`src/rtl/bit_stuffer_tx.sv`:
```
// -----------------------------------------------------------------------------
// bit_stuffer_tx
//
// Serialises packet bytes LSB first onto a single line and inserts a 0 after
// every run of six consecutive 1s. The run counter carries across byte
// boundaries inside a packet. A one-byte holding register lets the next byte
// be queued while the current one shifts out, so consecutive bytes leave
// with no gap bit time.
//
// Optional build macro:
//   NRZI_ENCODE_EN  defined   -> tx_bit is NRZI-coded: a 0 in the stuffed
//                                stream toggles the line, a 1 holds it.
//                                The line idles and returns to 1.
//                   undefined -> tx_bit carries the raw stuffed stream.
//
// Ports:
//   clk            in   single clock
//   rst            in   synchronous, active-high reset
//   byte_in[7:0]   in   packet byte
//   byte_valid     in   byte_in / byte_last valid
//   byte_last      in   byte_in is the final byte of the packet
//   byte_ready     out  byte accepted on byte_valid && byte_ready
//   tx_bit_en      in   one-cycle bit-time strobe
//   tx_bit         out  serial line bit (idle level 1)
//   tx_bit_valid   out  one-cycle pulse: tx_bit updated this cycle
//   stuff_inserted out  pulses with tx_bit_valid when the bit is a stuffed 0
//   tx_done        out  one-cycle pulse after the final bit of a packet
//   underrun_err   out  one-cycle pulse when a packet is aborted for lack of data
//   busy           out  high in any state other than IDLE
//
// Handshake: byte_valid/byte_last/byte_in are held stable by the source until
// the cycle where byte_valid && byte_ready is seen at a rising clk edge; that
// edge transfers the byte. byte_ready never depends combinationally on
// byte_valid. After a byte with byte_last is accepted, byte_ready stays low
// until the packet has finished (tx_done).
// -----------------------------------------------------------------------------
module bit_stuffer_tx (
    input  logic       clk,
    input  logic       rst,
    input  logic [7:0] byte_in,
    input  logic       byte_valid,
    input  logic       byte_last,
    output logic       byte_ready,
    input  logic       tx_bit_en,
    output logic       tx_bit,
    output logic       tx_bit_valid,
    output logic       stuff_inserted,
    output logic       tx_done,
    output logic       underrun_err,
    output logic       busy
);

    typedef enum logic [1:0] {
        IDLE  = 2'd0,
        SHIFT = 2'd1,
        STUFF = 2'd2,
        DONE  = 2'd3
    } state_t;

    state_t     state;

    // Shift register and the byte currently being serialised.
    logic [7:0] shift_reg;
    logic [2:0] bit_idx;
    logic       cur_last;
    logic [2:0] ones_cnt;
    // Set once the final data bit has gone out, so STUFF knows to finish.
    logic       data_done;

    // Holding register for the next byte.
    logic [7:0] hold_byte;
    logic       hold_last;
    logic       hold_full;
    // A last byte has been accepted; no more bytes until the packet ends.
    logic       pkt_closed;

    logic       accept;
    logic       data_bit;
    logic       byte_end;
    logic       stuff_req;
    logic       bypass;
    logic       hold_load;
    logic       hold_full_n;
    logic       pkt_closed_n;
    logic       data_line;
    logic       stuff_line;

    always_comb begin
        accept    = byte_valid && byte_ready;
        data_bit  = shift_reg[0];
        byte_end  = (state == SHIFT) && tx_bit_en && (bit_idx == 3'd7);
        // The sixth consecutive 1 is the one being emitted now.
        stuff_req = data_bit && (ones_cnt == 3'd5);
        // A byte arriving exactly as the shift register empties goes straight
        // into the shift register instead of through the holding register.
        bypass    = byte_end && !hold_full && accept;
        hold_load = accept && (state != IDLE) && !bypass;

        hold_full_n = hold_full;
        if (byte_end && hold_full) begin
            hold_full_n = 1'b0;
        end else if (hold_load) begin
            hold_full_n = 1'b1;
        end

        pkt_closed_n = pkt_closed;
        if (accept && byte_last) begin
            pkt_closed_n = 1'b1;
        end else if (state == DONE) begin
            pkt_closed_n = 1'b0;
        end

`ifdef NRZI_ENCODE_EN
        data_line  = data_bit ? tx_bit : ~tx_bit;
        stuff_line = ~tx_bit;
`else
        data_line  = data_bit;
        stuff_line = 1'b0;
`endif
    end

    always_ff @(posedge clk) begin
        if (rst) begin
            state          <= IDLE;
            shift_reg      <= 8'h00;
            bit_idx        <= 3'd0;
            cur_last       <= 1'b0;
            ones_cnt       <= 3'd0;
            data_done      <= 1'b0;
            hold_byte      <= 8'h00;
            hold_last      <= 1'b0;
            hold_full      <= 1'b0;
            pkt_closed     <= 1'b0;
            byte_ready     <= 1'b1;
            tx_bit         <= 1'b1;
            tx_bit_valid   <= 1'b0;
            stuff_inserted <= 1'b0;
            tx_done        <= 1'b0;
            underrun_err   <= 1'b0;
            busy           <= 1'b0;
        end else begin
            hold_full      <= hold_full_n;
            pkt_closed     <= pkt_closed_n;
            byte_ready     <= !hold_full_n && !pkt_closed_n;
            tx_bit_valid   <= 1'b0;
            stuff_inserted <= 1'b0;
            tx_done        <= 1'b0;
            underrun_err   <= 1'b0;

            if (hold_load) begin
                hold_byte <= byte_in;
                hold_last <= byte_last;
            end

            case (state)
                IDLE: begin
                    tx_bit <= 1'b1;
                    if (accept) begin
                        shift_reg <= byte_in;
                        cur_last  <= byte_last;
                        bit_idx   <= 3'd0;
                        ones_cnt  <= 3'd0;
                        data_done <= 1'b0;
                        busy      <= 1'b1;
                        state     <= SHIFT;
                    end
                end

                SHIFT: begin
                    if (tx_bit_en) begin
                        tx_bit       <= data_line;
                        tx_bit_valid <= 1'b1;
                        ones_cnt     <= data_bit ? ones_cnt + 3'd1 : 3'd0;
                        shift_reg    <= {1'b0, shift_reg[7:1]};
                        bit_idx      <= bit_idx + 3'd1;
                        state        <= stuff_req ? STUFF : SHIFT;
                        if (bit_idx == 3'd7) begin
                            if (hold_full) begin
                                shift_reg <= hold_byte;
                                cur_last  <= hold_last;
                            end else if (accept) begin
                                shift_reg <= byte_in;
                                cur_last  <= byte_last;
                            end else if (cur_last) begin
                                data_done <= 1'b1;
                                if (!stuff_req) begin
                                    state <= DONE;
                                end
                            end else begin
                                // Starved mid-packet: abort and drop it.
                                underrun_err <= 1'b1;
                                ones_cnt     <= 3'd0;
                                busy         <= 1'b0;
                                state        <= IDLE;
                            end
                        end
                    end
                end

                STUFF: begin
                    if (tx_bit_en) begin
                        tx_bit         <= stuff_line;
                        tx_bit_valid   <= 1'b1;
                        stuff_inserted <= 1'b1;
                        ones_cnt       <= 3'd0;
                        state          <= data_done ? DONE : SHIFT;
                    end
                end

                DONE: begin
                    tx_done   <= 1'b1;
                    tx_bit    <= 1'b1;
                    ones_cnt  <= 3'd0;
                    data_done <= 1'b0;
                    busy      <= 1'b0;
                    state     <= IDLE;
                end

                default: begin
                    busy  <= 1'b0;
                    state <= IDLE;
                end
            endcase
        end
    end

endmodule

```
`config.mk`:
```
export PLATFORM = sky130hd
export DESIGN_NAME = bit_stuffer_tx
export DESIGN_NICKNAME = d
export VERILOG_FILES = /design/src/rtl/bit_stuffer_tx.sv
export SDC_FILE = /design/constraint.sdc
export NUM_CORES = 1
export LEC_CHECK = 0
export CORE_ASPECT_RATIO = 0.75
export CORE_MARGIN = 5
export CORE_UTILIZATION = 60
export CTS_BUF_LIST = sky130_fd_sc_hd__clkbuf_8 sky130_fd_sc_hd__clkbuf_16
export DETAILED_ROUTE_END_ITERATION = 16
export GPL_TIMING_DRIVEN = 0
export PLACE_DENSITY = 0.84
export SYNTH_ARGS = -nofsm -noshare
export SYNTH_HDL_FRONTEND = slang
export SYNTH_SLANG_ARGS = --single-unit
```
`constraint.sdc`:
```
create_clock -name clk -period 4.85 [get_ports clk]
set_input_delay 0.485 -clock clk [delete_from_list [all_inputs] [get_ports clk]]
set_output_delay 0.485 -clock clk [all_outputs]
set_load 0.005 [all_outputs]
```
==> summary.md <==
| Metric | Value |
|---|---|
| Clock latency on the worst-skew pair | `0.29 ns` |
| H-tree levels | `2` |
| Cts hold-fix bufs | `0` |
| DIE HEIGHT | `between 50 and 60 µm` |
| PD cells | `391 nW/µm²` |
| CTS tree | `done` |
| Detailed-route via count | `1,671` |
| Footprint of the multi-input gates | `between 1000 and 1500 µm²` |
| Number of global-route vias before repair | `1,536` |
| Setup violators final | `0` |
| Critical Path End Type | `flop` |
| Drt total wl | `4.43 mm` |
| Finished Core Util | `75.1%` |
| Fill count | `218` |
| Post-DP HPWL | `between 3 and 4 mm` |
| Yosys warnings | `0` |
| Most common cell after layout, fill and taps aside | `dfxtp_1` |
| Worst slew pin tran | `0.538 ns` |
| CTS clk-pin slew, worst paths | `0.08 ns` |
| Total Power | `875 µW` |
| DR iter-0 viols | `236` |
| Resized cells post-CTS | `0` |
| Final Max Tran Viols | `0` |
| Sequential area share after synthesis | `between 30% and 40%` |
| Top-Level Pins | `20` |
| Distinct cells, synth | `40` |
| Clk sink count | `36` |
| VDD IR-drop max | `around 0.00028 V` |
| Crit-path max FO | `6` |
| Die Area | `4350 µm²` |
| Max cap viols | `0` |
| Row count | `17` |
| Leak | `0.928 nW` |
| Global-route wire length before repair | `7.36 mm` |
| Non-Filler Instances | `281` |
| N_diodes | `0` |
| Final Cell Area | `approximately 2200 µm²` |
| Synthesized area | `1870 µm²` |
| HP Start | `ones_cnt[1]` |
| IO buf count | `19` |
| Clock Tree Root | `clkbuf_8` |
| Worst path most repeated cell | `a211oi_1` |
| Unrepaired setup endpoints after global routing | `false` |
| Top FF cell, synth | `dfxtp_1` |
| Area after DPL | `2110 µm²` |
| Sum of negative setup slack | `0 ns` |
| WHS Endpoint | `ones_cnt[1]` |
| FF+latch area | `721 µm²` |
| Total track usage | `22.0%` |
| Post-CTS Setup Inserts | `0` |
| Wire per inst | `between 15 and 20 µm` |
| Cells after Synth | `216` |
| Routed vias/inst | `between 5 and 6` |
| Worst path max stage delay | `0.54 ns` |
| CTS Buf Count | `5` |
| Rel. slew slack | `63.9%` |
| Core area | `2980 µm²` |
| P&R area growth vs syn | `19.4%` |
| Pre-CTS WS | `about 2.4 ns` |
| Avg Inst Size Synth | `8.67 µm²` |
| Crit path max-delay cell type | `a211oi_1` |
| CP arrival | `~2.3 ns` |
| Placed cell count | `273` |
| Worst Setup Slack, final | `2.68 ns` |
| GP Congestion | `0.817` |
| Reg2reg setup slack | `around 2.8 ns` |
| Share of cells above drive strength 1 | `11.1%` |
| Reg2reg start | `bit_idx[0]` |
| Syn Nets | `239` |
| Most frequent cells in the layout | `dfxtp_1, nor2_1, clkdlybuf4s50_1` |
| Final worst clock skew | `0.0104 ns` |
| Asr flop ratio synth | `0%` |
| Initial antenna violation count | `0` |
| Crit path kind | `in -> reg` |
| EDFF count, synth | `0` |
| Hold path depth | `2` |
| Min-Delay Path Class | `reg -> reg` |
| Final net count | `265` |
| Drt pass-1 iters | `4` |
| WP data required | `5.00 ns` |
| Yosys reg bits | `36` |
| Final hold violation count | `0` |
| Largest net degree at the start of global routing | `12` |
| Highest Clock Rate | `461 MHz` |
| Worst hold slack | `about 0.48 ns` |
| Total gr overflow | `0` |
| Clock Path Buffers | `2` |
| Worst r2r dst | `busy` |
| Fin crit period | `2.17 ns` |
| Starting Density | `62.9%` |
| Startpoint types | `primary input` |
| Drt drc | `0` |
| Reg2Reg Depth | `6` |
| Cell breakdown of the critical path | `clkdlybuf4s50_1 -> a211oi_1 -> a21boi_0 -> a2111oi_0 -> a211oi_1` |
| Status | `complete, no violations` |
| Routed Antenna Nets | `0` |
| Final worst path period share | `between 40% and 50%` |
| Die width | `74.5 µm` |
-- worst max-delay path by stage --
stage,start,depth (start not counted),end,slack (ns)
after global routing,byte_valid,6,state[0],2.64
final,byte_valid,5,state[0],2.68
after detailed placement,byte_valid,5,state[0],2.44
after global placement,byte_valid,5,state[0],2.42
after CTS,byte_valid,5,state[0],2.75
after floorplan,bit_idx[0],6,busy,3.18
-- power breakdown --
part	internal, mW	total [mW]	switching (mW)
registers	0.330	0.357	0.0269
logic	0.103	0.230	0.127
clock network	0.181	0.288	0.106
-- critical path, delay by kind of cell --
family / cells / cell delay [ns]
AO/OA/AOI/OAI: 4 / 1.33
buffers and inverters: 1 / 0.50
-- kinds of logic (layout without fill, tap and decap cells) --
| family | Yosys count | count (layout) | share of synthesized area [%] |
|---|---|---|---|
| and+or+nand+nor | 65 | 65 | 17.2 |
| AOI/OAI and AO/OA | 60 | 60 | 21.3 |
| DFF | 36 | 36 | 38.5 |
| buffers and inverters | 27 | 54 | 6.21 |
| muxes | 18 | 18 | 10.1 |
| adders and majority gates | 10 | 10 | 6.68 |
-- cells in the mapped netlist (6+ instances only) --
cell type	n	area share (%)
o21ai_0	10	2.7
a31oi_1	9	3.0
inv_1	13	2.6
dfxtp_1	36	38
nand2_1	13	2.6
mux2i_1	11	5.9
nand3_1	7	1.9
ha_1	10	6.7
nor2_1	23	4.6
buf_2	6	1.6
nor2b_1	8	2.7
a311oi_1	8	3.7
mux2_2	7	4.2
a21oi_1	16	4.3
-- layer usage --
layer	share of wire (%)	global-route usage (%)	wire length (µm)	vias to the layer above
li1	-	-	-	826
met1	49	32.0	2180	759
met2	42	32.2	1850	77
met3	8.0	4.95	354	9
met4	1.2	6.85	51	0
met5	0	0	0	-
-- cell type report --
type                            count  share of cell area (%)
Multi-Input combinational cell    153                    46.3
Sequential cell                    36                    32.2
Timing Repair Buffer               19                    8.50
Clock buffer                        7                    4.31
Buffer                             13                    2.85
Inverter                           14                    2.35
Tap cell                           38                    2.13
Clock inverter                      1                    1.34
Note: power is estimated with default switching activity, not from simulation.
